[src/rtl/dwt_block_serializer.sv]
// dwt_block_serializer
// Buffers whole 8-row coefficient blocks from the DWT (one block per strobe)
// in DEPTH slots and replays them one row per cycle over a valid/ready stream.
// Optional feature macro: DWT_SER_OVF_CNT_EN builds a saturating 16-bit
// dropped-block counter on ovf_cnt; without it ovf_cnt is tied to zero.
module dwt_block_serializer #(
    parameter int DEPTH  = 4,
    parameter int DATA_W = 64
) (
    input  logic              clk,
    input  logic              rst_n,
    input  logic              dwt_valid,
    input  logic [DATA_W-1:0] outp1,
    input  logic [DATA_W-1:0] outp2,
    input  logic [DATA_W-1:0] outp3,
    input  logic [DATA_W-1:0] outp4,
    input  logic [DATA_W-1:0] outp5,
    input  logic [DATA_W-1:0] outp6,
    input  logic [DATA_W-1:0] outp7,
    input  logic [DATA_W-1:0] outp8,
    output logic              out_valid,
    input  logic              out_ready,
    output logic [DATA_W-1:0] out_data,
    output logic [2:0]        out_row,
    output logic              out_last,
    output logic              full,
    output logic              empty,
    output logic              drop,
    output logic [15:0]       ovf_cnt
);

    localparam int AW = $clog2(DEPTH);
    localparam int CW = AW + 1;
    localparam logic [CW-1:0] DEPTH_C = CW'(DEPTH);

    logic [DATA_W-1:0] mem [DEPTH][8];
    logic [AW-1:0]     wr_blk;
    logic [AW-1:0]     rd_blk;
    logic [2:0]        rd_row;
    logic [CW-1:0]     cnt;
    logic [CW-1:0]     cnt_nxt;
    logic              hs;
    logic              hs_last;
    logic              slot_free;
    logic              cap;

    // Handshake / capture decisions and next occupancy.
    // A full buffer still accepts a block when its oldest slot is released
    // by the final-row handshake in the same cycle; occupancy then stays put.
    always_comb begin
        hs        = (cnt != '0) && out_ready;
        hs_last   = hs && (rd_row == 3'd7);
        slot_free = (cnt < DEPTH_C) || hs_last;
        cap       = dwt_valid && slot_free;
        cnt_nxt   = cnt;
        if (cap && !hs_last) begin
            cnt_nxt = cnt + CW'(1);
        end else if (!cap && hs_last) begin
            cnt_nxt = cnt - CW'(1);
        end
    end

    assign out_valid = (cnt != '0);
    assign out_data  = mem[rd_blk][rd_row];
    assign out_row   = rd_row;
    assign out_last  = (rd_row == 3'd7);

    // Row storage: whole block written into slot wr_blk on capture.
    always_ff @(posedge clk or negedge rst_n) begin
        if (!rst_n) begin
            for (int unsigned b = 0; b < unsigned'(DEPTH); b++) begin
                for (int unsigned r = 0; r < 8; r++) begin
                    mem[b][r] <= '0;
                end
            end
        end else if (cap) begin
            mem[wr_blk][0] <= outp1;
            mem[wr_blk][1] <= outp2;
            mem[wr_blk][2] <= outp3;
            mem[wr_blk][3] <= outp4;
            mem[wr_blk][4] <= outp5;
            mem[wr_blk][5] <= outp6;
            mem[wr_blk][6] <= outp7;
            mem[wr_blk][7] <= outp8;
        end
    end

    // Pointers, occupancy, status flags and drop pulse.
    always_ff @(posedge clk or negedge rst_n) begin
        if (!rst_n) begin
            wr_blk <= '0;
            rd_blk <= '0;
            rd_row <= '0;
            cnt    <= '0;
            full   <= 1'b0;
            empty  <= 1'b1;
            drop   <= 1'b0;
        end else begin
            if (cap) begin
                wr_blk <= wr_blk + AW'(1);
            end
            if (hs) begin
                rd_row <= rd_row + 3'd1;
                if (hs_last) begin
                    rd_blk <= rd_blk + AW'(1);
                end
            end
            cnt   <= cnt_nxt;
            full  <= (cnt_nxt == DEPTH_C);
            empty <= (cnt_nxt == '0);
            drop  <= dwt_valid && !slot_free;
        end
    end

`ifdef DWT_SER_OVF_CNT_EN
    // Saturating count of discarded blocks, cleared only by reset.
    always_ff @(posedge clk or negedge rst_n) begin
        if (!rst_n) begin
            ovf_cnt <= '0;
        end else if (dwt_valid && !slot_free && (ovf_cnt != '1)) begin
            ovf_cnt <= ovf_cnt + 16'd1;
        end
    end
`else
    assign ovf_cnt = '0;
`endif

endmodule

[config.mk]
export PLATFORM = sky130hd
export DESIGN_NAME = dwt_block_serializer
export DESIGN_NICKNAME = d
export VERILOG_FILES = /design/src/rtl/dwt_block_serializer.sv
export SDC_FILE = /design/constraint.sdc
export NUM_CORES = 2
export LEC_CHECK = 0
export ABC_CLOCK_PERIOD_IN_PS = 2500
export CAP_MARGIN = 20
export CORE_MARGIN = 2
export CORE_UTILIZATION = 35
export DETAILED_ROUTE_END_ITERATION = 10
export GPL_TIMING_DRIVEN = 0
export PLACE_DENSITY = 0.66
export SYNTH_ARGS = -nofsm -noshare
export SYNTH_HDL_FRONTEND = slang
export SYNTH_SLANG_ARGS = --single-unit
[constraint.sdc]
create_clock -name clk -period 2.5 [get_ports clk]
set_input_delay 0.75 -clock clk [delete_from_list [all_inputs] [get_ports clk]]
set_output_delay 0.75 -clock clk [all_outputs]
set_load 0.03 [all_outputs]
## Yosys cells after proc, flatten, opt, wreduce, memory -nomap -nowiden

Index checks and enable logic that the tools add are counted.

- Bits in registers: 2061
- Logic and storage cells: 100
- Bits of input ports: 516
- Output and inout bits: 88

- Eq/ne operators: 2
- Muxes and demuxes: 32
- Reductions and logical operators: 14
- Bitwise gates (word level): 3
- Add/sub/neg operators: 5
- $lt $le $gt $ge: 5

Operators by type and width:

| operator | number |
|---|---|
| bitwise mux 2048 bit | 8 |
| demux 512 bit (select 2 bit) | 8 |
| two-way mux 512 bit | 3 |
| binary-select mux 512 bit (select 2 bit) | 1 |
| two-way mux 448 bit | 1 |
| two-way mux 384 bit | 1 |
| two-way mux 320 bit | 1 |
| two-way mux 256 bit | 1 |
| binary-select mux 64 bit (select 3 bit) | 1 |
| two-way mux 192 bit | 1 |
| two-way mux 64 bit | 3 |
| two-way mux 128 bit | 1 |
| logical AND 1 bit | 7 |
| adder 3 x 1 -> 3 bit, second input constant | 2 |
| == test 3 bit, second input constant | 2 |
| greater-or-equal comparator 3 bit, second input constant | 2 |
| two-way mux 3 bit | 2 |
| inverter 2 -> 3 bit | 2 |
| adder 2 x 1 -> 2 bit, second input constant | 2 |
| greater-or-equal comparator 4 bit, second input constant | 1 |
| inverter 3 -> 4 bit | 1 |
| zero test 1 bit | 3 |
| zero test 3 bit | 1 |
| less-than comparator 3 x 1 -> 1 bit, second input constant | 1 |
| 5 further kinds | 5 |

## Longest topological paths before layout

- Depth after elaboration: 13
- Gate-level depth with buffers: 8

## Worst setup path before layout

OpenSTA, ideal clock, no wires.

- Path type: reg-to-output
- Start: reg rd_row[2], in the netlist out_row[2]
- End: out out_data[62]
- Stages on the path, launching flop included: 7
- Data required time: 1750 ps
- Path buffers: 3
- Arrival time: 2257 ps
- Setup slack: -507 ps
- Path through: dfrtp_1 > clkbuf_1 > buf_2 > buf_2 > nor3_1 > a211o_1 > a211oi_1

- Cells in the longest elaborated chain, start to end: 4

Ends and longest elaborated chain:

| item | line | RTL |
|---|---|---|
| from (decl) | 39 | `logic [2:0] rd_row;` |
| from (signal assigned) | 103 | `rd_row <= rd_row + 3'd1;` |
| inverter 3 -> 4 bit (not written as such) | 64 | `assign out_data = mem[rd_blk][rd_row];` |
| binary-select mux 64 bit (select 3 bit) | 64 |  |
| two-way mux 64 bit (not written as such) (2 in a row) | 64 |  |
| to (decl) | 23 | `output logic [DATA_W-1:0] out_data,` |

Every way passes these cells. The select of a mux whose other input is x is not followed.

## Final worst setup path

- Start: reg rd_blk[0]
- End: out out_data[32]

- Cells in the longest elaborated chain, start to end: 7

Ends and longest elaborated chain:

| item | line | RTL |
|---|---|---|
| from (decl) | 38 | `logic [AW-1:0] rd_blk;` |
| from (signal assigned) | 105 | `rd_blk <= rd_blk + AW'(1);` |
| inverter 2 -> 3 bit (not written as such) | 64 |  |
| binary-select mux 512 bit (select 2 bit) | 64 |  |
| two-way mux 512 bit (not written as such) (2 in a row) | 64 |  |
| binary-select mux 64 bit (select 3 bit) | 64 |  |
| two-way mux 64 bit (not written as such) (2 in a row) | 64 |  |

Every way passes these cells. The select of a mux whose other input is x is not followed.

==> flow_metrics.tcl <==
set metrics [dict create \
    final_cell_area_mm2 0.116 \
    period_needed_ns 4.66 \
    synthAdderAreaFrac_pct 0.122 \
    whs_ns -0.0155 \
    cp-endpoint "out_data[32]" \
    start_kind "flip-flop" \
    cts.sinks 2061 \
    timing.final.ws_setup_ns -2.16 \
    period_share_pct 186 \
    layout_common_cells "dfrtp_1 (2,057), mux2_2 (1,326), mux2_1 (705)" \
    postCtsHoldBufs 0 \
    synth-xor-area-share_pct 0.0473 \
    r2r_start "out_row[0]" \
    drc 0 \
    cts_buffers 212 \
    rr_endpoint "mem[583]" \
    violations "negative hold slack, negative setup slack" \
    globalRouteOverflowTotal 0 \
    ys_warn_count 0 \
    drive_gt1_share_pct 39.9 \
    gp_congestion 0.967 \
    grt_pass1_vias 62596 \
    path_buf_inv 5 \
    synth-simple-area-share_pct 1.51 \
    setup_viol_count_final 2055 \
    syn_to_final_growth_pct 25.2 \
    numPortBuffers 587 \
    synth-compound-area-share_pct 3.05 \
    peakVddDrop_uv 1050 \
    ios 604 \
    rr_worst_depth 11 \
    startpoint "rd_blk[0]" \
    grt_max_degree 193 \
    synth_top_family_by_area "multiplexers" \
    die_area_mm2 0.268 \
    status "finished with violations" \
    synth_edf_count 0 \
    synth_area_mm2 0.0925 \
    synthMuxAreaShare_pct 36.9 \
    fp.coreArea_mm2 0.263 \
    ys.flop_type "dfrtp_1" \
    antenna_found_initial 221 \
    fin_tns_setup_ns -704.41 \
    worstSkewPairLatency_ns 0.91 \
    cts_root_buf "clkbuf_16" \
    clkTransAtPathRegs_ns 0.06 \
    num-fill-cells 23307 \
    p_per_area_mw_per_mm2 1360 \
    synthDistinctLibCells 50 \
    routed_wl_mm 386 \
    total_power_mw 158 \
    p_leak_nw 54.5 \
    worstSetupPathType "reg -> out" \
    nets 7471 \
    hold_viol 14 \
    drtAntennaViolNets 0 \
    slowest_stage "a22oi_2" \
    first_pass_iters 5 \
    start_util_pct 35.2 \
    critPathMaxFanout 7 \
    hpwl_mm 286 \
    vias 62252 \
    skew_ns 0.0521 \
    hold_class "in -> async" \
    postPlaceCellArea_mm2 0.104 \
    ctsLongestPathBuffers 3 \
    grtUsageTotal_pct 27.8 \
    cp.depth 8 \
    endpoint_kind "output port" \
    final_common_cell "dfrtp_1" \
    worstPathArrival_ns 3.91 \
    netlist_instances 5974 \
    avgRoutedWirePerCell_um 35.9 \
    slew_viol_final 0 \
    r2r_slack_ns -0.53 \
    synth.avg_cell_area_um2 15.5 \
    rsz0062_at_grt "yes" \
    ys_seq_area_share_pct 55.7 \
    cp.required_ns 1.75 \
    worst_slew_pin_slew_ns 1.08 \
    rows 188 \
    max_clock_freq_mhz 215 \
    drtIter0Drc 6785 \
    grt_first_pass_wirelength_mm 515 \
    cts_htree_levels 4 \
    die_h_um 518 \
    cp_cell_sequence "buf_12 > buf_16 > buf_16 > buf_12 > mux4_2 > a22oi_2 > nand4_1 > buf_6" \
    ys_ff_latch 2061 \
    critPathTopFamily "buffers and inverters" \
    max_stage_delay_ns 0.64 \
    via_per_inst 5.80 \
    max-cap-violations 0 \
    tritoncts "built" \
    slew_headroom_pct 28.0 \
    async_flop_share_pct 100 \
    die_w_um 518 \
]
==> synthesized netlist by cell type (2+ instances only) <==
master | count | area, µm²
dfrtp_1 | 2060 | 51500
mux2_2 | 1341 | 15100
mux2_1 | 709 | 7980
mux2i_1 | 459 | 4590
a22oi_1 | 306 | 2300
mux4_2 | 288 | 6490
buf_2 | 279 | 1400
nand3_1 | 115 | 576
clkbuf_1 | 74 | 278
nand4_1 | 56 | 350
buf_4 | 52 | 390
a21oi_1 | 36 | 180
nand2_1 | 34 | 128
buf_6 | 23 | 259
o22ai_1 | 21 | 131
nor2_1 | 13 | 48.8
buf_1 | 12 | 45.0
ha_1 | 9 | 113
nor2b_1 | 9 | 56.3
inv_1 | 8 | 30.0
a221o_1 | 7 | 70.1
o21ai_0 | 7 | 35.0
nand2b_1 | 5 | 31.3
and2_1 | 4 | 25.0
nand2_4 | 4 | 45.0
nor2_2 | 4 | 25.0
nor3_1 | 4 | 20.0
xnor2_1 | 4 | 35.0
and3_1 | 3 | 18.8
or2_2 | 3 | 18.8
a211oi_1 | 2 | 15.0
a31oi_1 | 2 | 12.5
inv_2 | 2 | 7.51
nor3_2 | 2 | 20.0
or3_1 | 2 | 12.5
==> timing repair <==
action                                   CTS  global route
endpoints found under the setup margin  2476          2899
pin swaps                                104            87
buffers inserted                          40            83
resized for setup                        834           476
gates cloned                               2            13
==> cell type report <==
cell class | count | area (µm²) | share of cell area [%]
Tap cell | 3515 | 4400 | 3.80
Timing Repair Buffer | 747 | 8060 | 6.96
Inverter | 10 | 48.8 | 0.0421
Clock buffer | 329 | 6380 | 5.51
Sequential cell | 2061 | 51600 | 44.5
Antenna cell | 98 | 245 | 0.212
Multi-Input combinational cell | 3477 | 40000 | 34.5
Buffer | 437 | 4310 | 3.72
Clock inverter | 58 | 817 | 0.706
==> routing by layer <==
layer	global-route usage (%)	vias to the layer above	share of wire (%)	routed length, µm
li1	-	24492	-	-
met1	34.7	33543	38	147000
met2	39.9	3161	43	166000
met3	10.4	926	11	44200
met4	18.7	130	7.1	27300
met5	0.960	-	0.20	774
==> sequential cells by signal, summed over array words and instances (netlist names) <==
name,cells
out_row,3
mem,2048
empty,1
cnt,3
rd_blk,2
drop,1
wr_blk,2
full,1
==> kinds of logic after synthesis <==
logic type / after synthesis
AND/OR/NAND/NOR: 261
XOR/XNOR: 5
adder cells (fa/ha/maj): 9
buffers and inverters: 451
other: 1
AO/OA/AOI/OAI: 389
multiplexers: 2797
flip-flops: 2061
==> stage by stage <==
step                      utilization, %  setup WS (ns)  cells
after floorplan                        -         -0.118   5989
after global placement              39.3         -96.82  10091
after detailed placement            39.5          -2.91  10113
after CTS                           43.1          -2.05  10538
after global routing                44.0          -2.05  10698
final                               44.1          -2.16  10732
==> worst register-to-register path, delay by kind of cell (launching register included) <==
family,cells,cell delay [ns]
adders and majority gates,2,0.37
DFF,1,0.43
buffers and inverters,5,1.30
muxes,1,0.43
AOI/OAI and AO/OA,1,0.06
and+or+nand+nor,2,0.31
==> worst min-delay path by stage <==
| stage | endpoint | slack [ns] | depth (start not counted) |
|---|---|---|---|
| 2_1_floorplan | cnt[0] | 0.45 | 0 |
| 3_3_place_gp | mem[918] | 0.47 | 1 |
| 3_5_place_dp | mem[676] | 0.48 | 1 |
| 4_1_cts | mem[1329] | 0.03 | 2 |
| 5_1_grt | mem[306] | 0.05 | 2 |
| 6_report | mem[1329] | -0.02 | 2 |
==> power breakdown <==
group          internal (mW)  switching, mW  total [mW]
logic                   30.5           39.0        69.5
registers               47.7           7.47        55.2
clock network           19.0           14.0        32.9
total                   97.2           60.4         158
Power figures use the tool's default switching activity.
